--- src/rtl/issue_scheduler.sv ---
// Age-matrix issue scheduler: picks the oldest ready entry whose execution unit can
// accept it, and tracks occupancy of non-pipelined units with per-unit busy counters.
module issue_scheduler #(
    parameter int                DEPTH        = 8,
    parameter int                ADDR_WIDTH   = $clog2(DEPTH),
    parameter int                NUM_EU       = 4,
    parameter int                EUID_W       = $clog2(NUM_EU),
    parameter int                MC_LAT       = 4,
    parameter logic [NUM_EU-1:0] NONPIPE_MASK = NUM_EU'(4'b1000)
) (
    input  logic                      clk,
    input  logic                      rst,
    input  logic [DEPTH-1:0]          req,
    input  logic [DEPTH*EUID_W-1:0]   euid,
    input  logic                      alloc_valid,
    input  logic [ADDR_WIDTH-1:0]     alloc_idx,
    input  logic [NUM_EU-1:0]         eu_ready,
    input  logic                      flush,
    output logic                      ren,
    output logic [ADDR_WIDTH-1:0]     raddr,
    output logic [EUID_W-1:0]         issue_euid,
    output logic [NUM_EU-1:0]         eu_busy
);

    localparam int CNT_W = $clog2(MC_LAT + 1);

    logic [DEPTH-1:0]      older_reg [DEPTH];
    logic [EUID_W-1:0]     euid_of   [DEPTH];
    logic [NUM_EU-1:0]     avail;
    logic [DEPTH-1:0]      elig;
    logic [DEPTH-1:0]      win;
    logic [DEPTH-1:0]      sel_vec;
    logic [ADDR_WIDTH-1:0] pick_idx;

    genvar gi;

    assign avail = eu_ready & ~eu_busy;

    generate
        for (gi = 0; gi < DEPTH; gi++) begin : g_entry
            assign euid_of[gi] = euid[gi*EUID_W +: EUID_W];
            assign elig[gi]    = req[gi] & avail[euid_of[gi]];
        end
    endgenerate

    // An eligible entry wins unless another eligible entry is older, or is
    // unordered relative to it and has a lower index.
    always_comb begin
        win = '0;
        for (int i = 0; i < DEPTH; i++) begin
            win[i] = elig[i];
            for (int j = 0; j < DEPTH; j++) begin
                if (j != i && elig[j]) begin
                    if (older_reg[j][i] || (!older_reg[i][j] && j < i)) begin
                        win[i] = 1'b0;
                    end
                end
            end
        end
    end

    // Fall back to the lowest eligible index should the matrix ever hold a cycle,
    // so exactly one entry issues whenever any is eligible.
    assign sel_vec = (|win) ? win : elig;

    always_comb begin
        pick_idx = '0;
        for (int i = DEPTH - 1; i >= 0; i--) begin
            if (sel_vec[i]) begin
                pick_idx = ADDR_WIDTH'(i);
            end
        end
    end

    assign ren        = rst & ~flush & (|elig);
    assign raddr      = ren ? pick_idx : '0;
    assign issue_euid = ren ? euid_of[pick_idx] : '0;

    // New entry becomes youngest: its row clears, every other row marks it younger.
    always_ff @(posedge clk or negedge rst) begin
        if (!rst) begin
            for (int i = 0; i < DEPTH; i++) begin
                older_reg[i] <= '0;
            end
        end else if (alloc_valid) begin
            for (int j = 0; j < DEPTH; j++) begin
                if (ADDR_WIDTH'(j) == alloc_idx) begin
                    older_reg[j] <= '0;
                end else begin
                    older_reg[j][alloc_idx] <= 1'b1;
                end
            end
        end
    end

    generate
        for (gi = 0; gi < NUM_EU; gi++) begin : g_eu
            if (NONPIPE_MASK[gi]) begin : g_np
                logic [CNT_W-1:0] cnt_reg;
                logic [CNT_W-1:0] cnt_next;

                always_comb begin
                    cnt_next = cnt_reg;
                    if (flush) begin
                        cnt_next = '0;
                    end else if (ren && issue_euid == EUID_W'(gi)) begin
                        cnt_next = CNT_W'(MC_LAT - 1);
                    end else if (cnt_reg != '0) begin
                        cnt_next = cnt_reg - CNT_W'(1);
                    end
                end

                always_ff @(posedge clk or negedge rst) begin
                    if (!rst) begin
                        cnt_reg <= '0;
                    end else begin
                        cnt_reg <= cnt_next;
                    end
                end

                assign eu_busy[gi] = (cnt_reg != '0);
            end else begin : g_pipe
                assign eu_busy[gi] = 1'b0;
            end
        end
    endgenerate

endmodule

--- config.mk ---
export PLATFORM = sky130hd
export DESIGN_NAME = issue_scheduler
export DESIGN_NICKNAME = d
export VERILOG_FILES = /design/src/rtl/issue_scheduler.sv
export SDC_FILE = /design/constraint.sdc
export NUM_CORES = 1
export LEC_CHECK = 0
export CAP_MARGIN = 20
export CORE_MARGIN = 2
export CORE_UTILIZATION = 39
export CTS_CLUSTER_SIZE = 20
export DETAILED_ROUTE_END_ITERATION = 16
export RECOVER_POWER = 50
export SETUP_SLACK_MARGIN = 0.1
export SYNTH_ARGS = -nofsm -noshare
export SYNTH_HDL_FRONTEND = slang
export SYNTH_SLANG_ARGS = --single-unit
export TNS_END_PERCENT = 5
--- constraint.sdc ---
create_clock -name clk -period 5.43 [get_ports clk]
set_input_delay 1.086 -clock clk [delete_from_list [all_inputs] [get_ports clk]]
set_output_delay 1.086 -clock clk [all_outputs]
set_load 0.02 [all_outputs]
== Word-level counts from Yosys, hierarchy flattened ==
Index checks and enable logic that the tools add are counted.

* Register bits: 67
* Bits in latches: 0
* Bits in writable memories: 0
* Memory bits (read-only): 0
* Output and inout port bits: 10
* Word-level logic and storage cells: 269
* Memories: 0

* $add $sub $neg: 1
* $mul: 0
* Divide/modulo/power cells: 0
* Magnitude comparators: 11
* Equality and inequality tests: 8
* Shifts and indexed selects: 0
* Mux-type cells: 155
* Bitwise gates (word level): 22
* Reductions and logical operators: 63

{| class="wikitable"
|+ Operators with widths
! kind !! count
|-
| $mux W1 || 121
|-
| $mux W8 || 9
|-
| $or A8 B8 Y8 || 8
|-
| $mux W3 || 12
|-
| $logic_not A1 Y1 || 28
|-
| $logic_or A1 B1 Y1 || 28
|-
| $lt A2 B3 Y1 const B || 8
|-
| $bmux W1 S2 || 8
|-
| $reduce_or A8 Y1 || 2
|-
| $eq A3 B3 Y1 const A || 4
|-
| $and A1 B1 Y1 || 10
|-
| $bmux W2 S3 || 1
|-
| $eq A2 B3 Y1 const A || 2
|-
| $mux W2 || 3
|-
| $reduce_bool A3 Y1 || 2
|-
| $and A4 B4 Y4 || 1
|-
| $ge A4 B4 Y1 const B || 1
|-
| $lt A3 B4 Y1 const B || 1
|-
| $not A3 Y4 || 1
|-
| $not A4 Y4 || 1
|-
| $demux W1 S3 || 1
|-
| $eq A1 B3 Y1 const A || 1
|-
| $ge A3 B1 Y1 const B || 1
|-
| $logic_not A3 Y1 || 1
|-
| other kinds (4) || 5
|}

== Depth between registers and ports, before layout ==
Gate-level depths: netlist (run 1).

* Word-level depth: 39
* Gate-level depth with buffers: 17

== Least setup slack after synthesis (run 1) ==
No wires, ideal clock.

* Path type: input to output
* Start: in euid[12]
* End: out issue_euid[0]
* Arrival: 4.121 ns
* Data required time: 4.344 ns
* Setup slack: 0.223 ns
* Stages on the path: 12
* Path buffers: 1
* Path through: mux2_1 > o21a_1 > and2_4 > buf_6 > a22o_1 > nor4_4 > nor4_4 > a311o_1 > o21ai_0 > and2_4 > mux2_2 > o22ai_1

* Longest elaborated chain between the ends: 32

{| class="wikitable"
|+ RTL lines
! item !! RTL line !! text
|-
| start, declared || 14 || <nowiki>input logic [DEPTH*EUID_W-1:0] euid,</nowiki>
|-
| $bmux W1 S2 || 42 || <nowiki>assign elig[gi] = req[gi] & avail[euid_of[gi]];</nowiki>
|-
| $mux W1 (implied by the code) || 42 ||
|-
| $and A1 B1 Y1 || 42 ||
|-
| $mux W1 || 54 || <nowiki>if (older_reg[j][i] || (!older_reg[i][j] && j < i)) begin</nowiki>
|-
| $mux W1 || 53 || <nowiki>if (j != i && elig[j]) begin</nowiki>
|-
| $mux W1 || 54 ||
|-
| $mux W1 || 53 ||
|-
| $mux W1 || 54 ||
|-
| [... 8 more ...] || - ||
|-
| $mux W1 || 53 ||
|-
| $reduce_or A8 Y1 || 64 || <nowiki>assign sel_vec = (|win) ? win : elig;</nowiki>
|-
| $mux W8 || 64 ||
|-
| $mux W3 (8 in a row) || 69 || <nowiki>if (sel_vec[i]) begin</nowiki>
|-
| $not A3 Y4 (implied by the code) || 77 || <nowiki>assign issue_euid = ren ? euid_of[pick_idx] : '0;</nowiki>
|-
| $bmux W2 S3 || 77 ||
|-
| $mux W2 (implied by the code) (2 in a row) || 77 ||
|-
| $mux W2 * || 77 ||
|-
| end, declared || 21 || <nowiki>output logic [EUID_W-1:0] issue_euid,</nowiki>
|}

Every way passes the cells marked *; elsewhere a longest branch is shown, timed or not. The select of a mux whose other input is x is not followed.

== Worst setup path after layout (run 1) ==
* Start: in eu_ready[0]
* End: out issue_euid[1]

* Longest elaborated chain between the ends: 33

{| class="wikitable"
|+ RTL lines
! item !! RTL line !! text
|-
| start, declared || 17 || <nowiki>input logic [NUM_EU-1:0] eu_ready,</nowiki>
|-
| $and A4 B4 Y4 * || 37 || <nowiki>assign avail = eu_ready & ~eu_busy;</nowiki>
|-
| $bmux W1 S2 || 42 ||
|-
| $mux W1 (implied by the code) || 42 ||
|-
| $and A1 B1 Y1 || 42 ||
|-
| $mux W1 || 54 ||
|-
| $mux W1 || 53 ||
|-
| $mux W1 || 54 ||
|-
| $mux W1 || 53 ||
|-
| [... 9 more ...] || - ||
|-
| $mux W1 || 53 ||
|-
| $reduce_or A8 Y1 || 64 ||
|-
| $mux W8 || 64 ||
|-
| $mux W3 (8 in a row) || 69 ||
|-
| $not A3 Y4 (implied by the code) || 77 ||
|-
| $bmux W2 S3 || 77 ||
|-
| $mux W2 (implied by the code) (2 in a row) || 77 ||
|-
| $mux W2 * || 77 ||
|}

Marked as above.

==> out/metrics.yaml, run 1 <==
vias_per_cell: 5.34
route.detailed.drc: 0
finalSetupViolations: 0
synth_most_common_cell: "nor2_1"
layout.nets: 580
cpPeakStageDelay_ps: 390
antenna-diode-count: 0
start_kind: "input pin"
place_congestion: 0.878
syn_to_final_growth_pct: 44.5
worst_r2r_path_depth: 15
vdd_drop_max_v: 0.000274
cts_buffer_depth: 2
final_util_pct: 57.9
synthTopCellsByArea: "dfrtp_1, nor2_1, nand2b_1"
die_height_um: 101
wl_um: 11600
start_util_pct: 40.1
critical_path.max_fanout: 8
wl_per_cell_um: 17.5
tightestPinTransition_ps: 3090
hold_path_class: "reg2reg"
largest_reg_flops: 56
synth_top_area_cell: "dfrtp_1"
synthArstFlopShare_pct: 100
clk_latency_ps: 340
ys_ff_latch: 59
slew_viol_final: 60
synth-seq-area-share_pct: 40.1
skew_ps: 4.85
drt-pass1-iter-count: 4
crit_path_cell_trace: "buf_6 > mux2_4 > o21a_1 > and2_4 > buf_6 > a22o_4 > nor4_4 > nor4_4 > buf_4 > a311oi_4 > buf_6 > nand3b_4 > mux2i_1 > mux2_4 > o22ai_4 > buf_6"
netlist_instances: 416
critical_path_class: "in2out"
drtIter0Drc: 177
crit_family: "compound AO/OA/AOI/OAI gates"
synthesis.area_mm2: 0.00368
core_mm2: 0.00920
antenna_found_initial: 0
vias: 3520
placementRows: 35
fmax_mhz: 190
boundaryPins: 45
cts_buffers: 9
drtAntennaViolNets: 0
grt_usage_pct: 22.8
fp.dieW_um: 101
synth_edf_count: 0
rrSetupSlack_ps: 1550
grt_first_pass_wirelength_um: 17900
dp_hpwl_um: 8270
p_leak_nw: 2.48
min_period_ps: 5260
critPathBufInv: 5
status: "finished with violations"
timing.slew.headroom_pct: -106
avgSynthCellArea_um2: 8.86
finalHoldViolCount: 0
drv_cap: 1
cp-end-kind: "output pin"
synth.distinct_cells: 63
cts_tree: "yes"
synth-main-ff-cell: "dfrtp_1"
overflow: 0
die_area_mm2: 0.0102
cp.depth: 16
holdBufCountCts: 0
io_buffer_count: 41
yosysWarnings: 0
layout-drive-gt1-share_pct: 34.7
root_buffer: "clkbuf_8"
rsz0062_at_grt: "yes"
worstPathArrival_ps: 4170
grt_max_degree: 60
htreeDepth: 3
clk_pin_slew_ps: 80
first_global_vias: 3459
clock-sinks: 59
synth_common_cells: "nor2_1, dfrtp_1, nand2b_1"
min_delay_path_depth: 2
violations: "max-capacitance violations, max-slew violations"
powerDensity_mw_per_mm2: 354
yosysTopAreaCellShare_pct: 40.1
power.total_w: 0.00189
cp_common_cell: "buf_6"
required_ps: 4340
cpMaxStageDelayCell: "nor4_4"
period_share_pct: 96.8
nFillCells: 844
## metal layers
metal,vias up,share of wire [%],track usage [%]
met1,1694,44,30.1
met4,0,2.8,8.32
met3,25,5.0,3.93
met5,-,0,0
met2,99,48,37.8
li1,1702,-,-
## power by group
part / internal, W / leakage, nW / switching, W
combinational: 0.000454 / 1.67 / 0.000430
clock: 0.000215 / 0.0998 / 0.000191
sequential: 0.000531 / 0.708 / 0.0000659
total: 0.00120 / 2.48 / 0.000687
## logic make-up (layout without fill, tap and decap cells)
group                      Yosys count  count (layout)  synth area share (%)
muxes                               20              20                  5.84
xor gates and xnor gates             1               1                 0.238
other                                1               3                 0.102
AOI/OAI and AO/OA                   73              73                  16.1
DFF                                 59              59                  40.1
buffers and inverters               27             156                  3.80
adders and majority gates            2               2                 0.679
and+or+nand+nor                    233             234                  33.2
## stage by stage
step	hold slack [ps]	instance area (µm²)	instances	setup TNS, ps	setup WS [ps]
final	481	5320	659	0	174
after global routing	522	5320	659	0	74.5
after CTS	487	5030	646	0	106
after detailed placement	467	4610	616	-3590	-899
after global placement	454	4610	616	-3180	-812
after floorplan	437	3690	418	0	223
## tightest hold or removal path, stage by stage, from the launching register on
cell     delay, ps
dfrtp_1        350
nand2_1         50
nand2_1         50
## cell usage in the layout (no fill, tap or decap), types with 3 or more instances in the layout
| cell | instances |
|---|---|
| a22oi_1 | 9 |
| dlygate4sd2_1 | 6 |
| o21ai_2 | 4 |
| mux2_2 | 5 |
| mux2_1 | 3 |
| and4_4 | 4 |
| o21a_1 | 4 |
| nand3_1 | 14 |
| inv_1 | 8 |
| nor2b_1 | 7 |
| dlymetal6s2s_1 | 8 |
| a21oi_1 | 8 |
| nand2b_1 | 30 |
| buf_4 | 82 |
| a22o_1 | 7 |
| nor3_1 | 4 |
| nand2_2 | 3 |
| mux2_4 | 4 |
| mux2i_1 | 8 |
| conb_1 | 3 |
| and3_1 | 3 |
| clkdlybuf4s50_1 | 12 |
| a22oi_2 | 3 |
| nand2_1 | 9 |
| nor2_4 | 3 |
| nor4_4 | 6 |
| clkinv_4 | 3 |
| dfrtp_1 | 59 |
| clkbuf_2 | 4 |
| clkbuf_8 | 9 |
| and2_4 | 4 |
| nor2_1 | 122 |
| buf_6 | 12 |
| clkbuf_1 | 3 |
## path summary, 6_finish.rpt
kind / start / end
worst min register to register: older_reg[46] / older_reg[46]
min in group asynchronous: rst / older_reg[54]
worst max-delay path: eu_ready[0] / issue_euid[1]
worst min-delay path: older_reg[46] / older_reg[46]
max in group asynchronous: rst / older_reg[24]
worst max register to register: g_eu[3].g_np.cnt_reg[1] / g_eu[3].g_np.cnt_reg[1]
## final cells by class
| class | count | area (µm²) | share of cell area [%] |
|---|---|---|---|
| well taps | 111 | 139 | 2.61 |
| repair buffers | 132 | 1130 | 21.2 |
| clock buffers | 9 | 124 | 2.33 |
| inverters | 8 | 30.0 | 0.564 |
| multi-input cells | 333 | 2350 | 44.2 |
| clock inverters | 7 | 77.6 | 1.46 |
| flip-flops and latches | 59 | 1480 | 27.7 |
## what timing repair did
item | 4_1_cts | 5_1_grt
resized for setup | 72 | 71
gates cloned | 1 | 1
buffers inserted | 13 | 13
pin swaps | 18 | 29
endpoints found under the setup margin | 5 | 4
Note: power is estimated with default switching activity, not from simulation.
==> run 2: changes to the inputs <==
--- a/config.mk
+++ b/config.mk
@@ -6,8 +6,8 @@
 export NUM_CORES = 1
 export LEC_CHECK = 0
 export CAP_MARGIN = 20
-export CORE_MARGIN = 2
 export CORE_UTILIZATION = 39
+export CTS_BUF_LIST = sky130_fd_sc_hd__clkbuf_8
 export CTS_CLUSTER_SIZE = 20
 export DETAILED_ROUTE_END_ITERATION = 16
 export RECOVER_POWER = 50
==> run 2 against run 1 <==
The flow still finishes with violations (max-capacitance violations, max-slew violations). Via count is 0.80% higher. Sequential power hardly changed. Sequential share of layout area rose by 0.28 points. Register-to-register slack worse by 160 ps. First-iteration DRC count fell by 2.3%. Setup slack worse by 120 ps. Critical path depth down 2. Combinational power decreased by 0.7%. Total power shrank 1.3%. Wire length is essentially flat. Clock power down 4%. Largest cell class unchanged. Largest power group unchanged. Highest routed layer unchanged.
==> out/metrics.yaml, run 2 (synthesized netlist as in run 1, its figures left out) <==
place_congestion: 0.902  # was 0.878
pre_cts_slack_ps: -1000  # was -899 ps
worst_slack_ps: 56.3  # was 174 ps
first_global_vias: 3584  # was 3459
drt-pass1-iter-count: 4  # unchanged
final_cell_mix: "nor2_1, buf_4, dfrtp_1"  # unchanged
cts_buffers: 9  # unchanged
drv_cap: 1  # unchanged
wl_per_cell_um: 17.5  # about the same
placementRows: 35  # unchanged
whs_ps: 479  # was 481 ps
grt_max_degree: 60  # unchanged
route.detailed.drc: 0  # unchanged
boundaryPins: 45  # unchanged
min_delay_path_depth: 2  # unchanged
p_leak_nw: 2.45  # was 2.48 nW
drtAntennaViolNets: 0  # unchanged
cp-end-kind: "output pin"  # unchanged
min_period_ps: 5370  # was 5260 ps
slew_viol_final: 60  # unchanged
root_buffer: "clkbuf_8"  # unchanged
fmax_mhz: 186  # was 190 MHz
critical_path.max_fanout: 6  # was 8
skew_ps: 4.31  # was 4.85 ps
grt_usage_pct: 24.3  # was 22.8%
r2r-start: "g_eu[3].g_np.cnt_reg[0]"  # was g_eu[3].g_np.cnt_reg[1]
vias_per_cell: 5.36  # was 5.34
critical_path_class: "in2out"  # unchanged
core_mm2: 0.00920  # unchanged
timing.slew.headroom_pct: -104  # was -106%
antenna_found_initial: 0  # unchanged
fp.dieW_um: 99.2  # was 101 µm
hold_path_class: "reg2reg"  # unchanged
syn_to_final_growth_pct: 43.1  # was 44.5%
die_area_mm2: 0.00984  # was 0.0102 mm²
io_buffer_count: 41  # unchanged
clk_pin_slew_ps: 60  # was 80 ps
hold_end: "older_reg[46]"  # unchanged
finalSetupViolations: 0  # unchanged
layout.nets: 583  # was 580
reg2reg_to: "g_eu[3].g_np.cnt_reg[1]"  # unchanged
start_util_pct: 40.1  # unchanged
start_kind: "input pin"  # unchanged
die_height_um: 99.2  # was 101 µm
worst_r2r_path_depth: 15  # unchanged
vdd_drop_max_v: 0.000235  # was 0.000274 V
violations: "max-capacitance violations, max-slew violations"  # unchanged
worstPathArrival_ps: 4290  # was 4170 ps
grt_first_pass_wirelength_um: 18400  # was 17900 µm
rsz0062_at_grt: "yes"  # unchanged
clock-sinks: 59  # unchanged
rrSetupSlack_ps: 1390  # was 1550 ps
cts_tree: "yes"  # unchanged
antenna-diode-count: 0  # unchanged
cts_buffer_depth: 2  # unchanged
clk_latency_ps: 330  # was 340 ps
status: "finished with violations"  # unchanged
wl_um: 11600  # about the same
tightestPinTransition_ps: 3060  # was 3090 ps
finalHoldViolCount: 0  # unchanged
overflow: 0  # unchanged
required_ps: 4340  # about the same
layout-drive-gt1-share_pct: 33.4  # was 34.7%
period_share_pct: 99.0  # was 96.8%
dp_hpwl_um: 8220  # was 8270 µm
drtIter0Drc: 173  # was 177
powerDensity_mw_per_mm2: 353  # was 354 mW/mm²
min_from: "older_reg[46]"  # unchanged
largest_reg_flops: 56  # unchanged
vias: 3548  # was 3520
final_common_cell: "nor2_1"  # unchanged
htreeDepth: 3  # unchanged
==> run 2: routing by layer <==
metal | GRT usage [%] | share of wire (%)
met1 | 31.2 | 45
met2 | 40.5 | 48
met3 | 3.44 | 3.9
met4 | 11.3 | 2.7
met5 | 0 | 0
==> run 2: what timing repair did <==
action,CTS,global route
setup endpoints to repair,5,4
setup buffers,16,6
pin swaps,20,15
hold buffers,0,0
cloned,2,0
resized for setup,80,40
==> run 2: final cells by class <==
type / count / area, µm²
timing repair buffer: 134 / 1110
inverter: 8 / 30.0
clock buffer: 10 / 138
clock inverter: 6 / 56.3
sequential: 59 / 1480
multi-input combinational: 334 / 2330
fill: 849 / 3930
tap: 111 / 139
==> run 2: where the power goes <==
| part | internal [W] | switching (W) |
|---|---|---|
| Sequential | 0.000531 | 0.0000641 |
| Clock | 0.000220 | 0.000169 |
| Combinational | 0.000447 | 0.000431 |
| Total | 0.00120 | 0.000664 |
==> run 2: worst max-delay path by stage <==
stage	start	endpoint	slack, ps	depth (start not counted)
final	euid[4]	issue_euid[1]	60	14
after detailed placement	eu_ready[0]	issue_euid[0]	-1000	14
after global placement	eu_ready[0]	issue_euid[0]	-920	14
after global routing	euid[10]	issue_euid[1]	-110	18
after CTS	euid[6]	issue_euid[0]	100	17
after floorplan	euid[12]	issue_euid[0]	220	12
==> run 2: stage by stage <==
stage	instances	instance area, µm²	utilization, %	power, W	setup TNS, ps
finish	662	5270	57.3	0.00186	0
global route	662	5270	57.3	0.00197	-176
detailed placement	622	4660	50.7	0.00134	-3860
global placement	622	4660	50.7	0.00132	-3490
CTS	656	5120	55.7	0.00182	0
floorplan	418	3690	-	0.00106	0
==> run 2: worst max-delay path, stage by stage <==
cell and delay, ps:
dlygate4sd2_1 290, mux2_1 230, o21ai_2 60, buf_4 140
nor2_4 220, a22oi_1 100, and4_1 270, or4_4 550
o31a_1 320, nand3b_4 240, mux2i_2 180, mux2_4 280
o22ai_2 170, buf_6 140
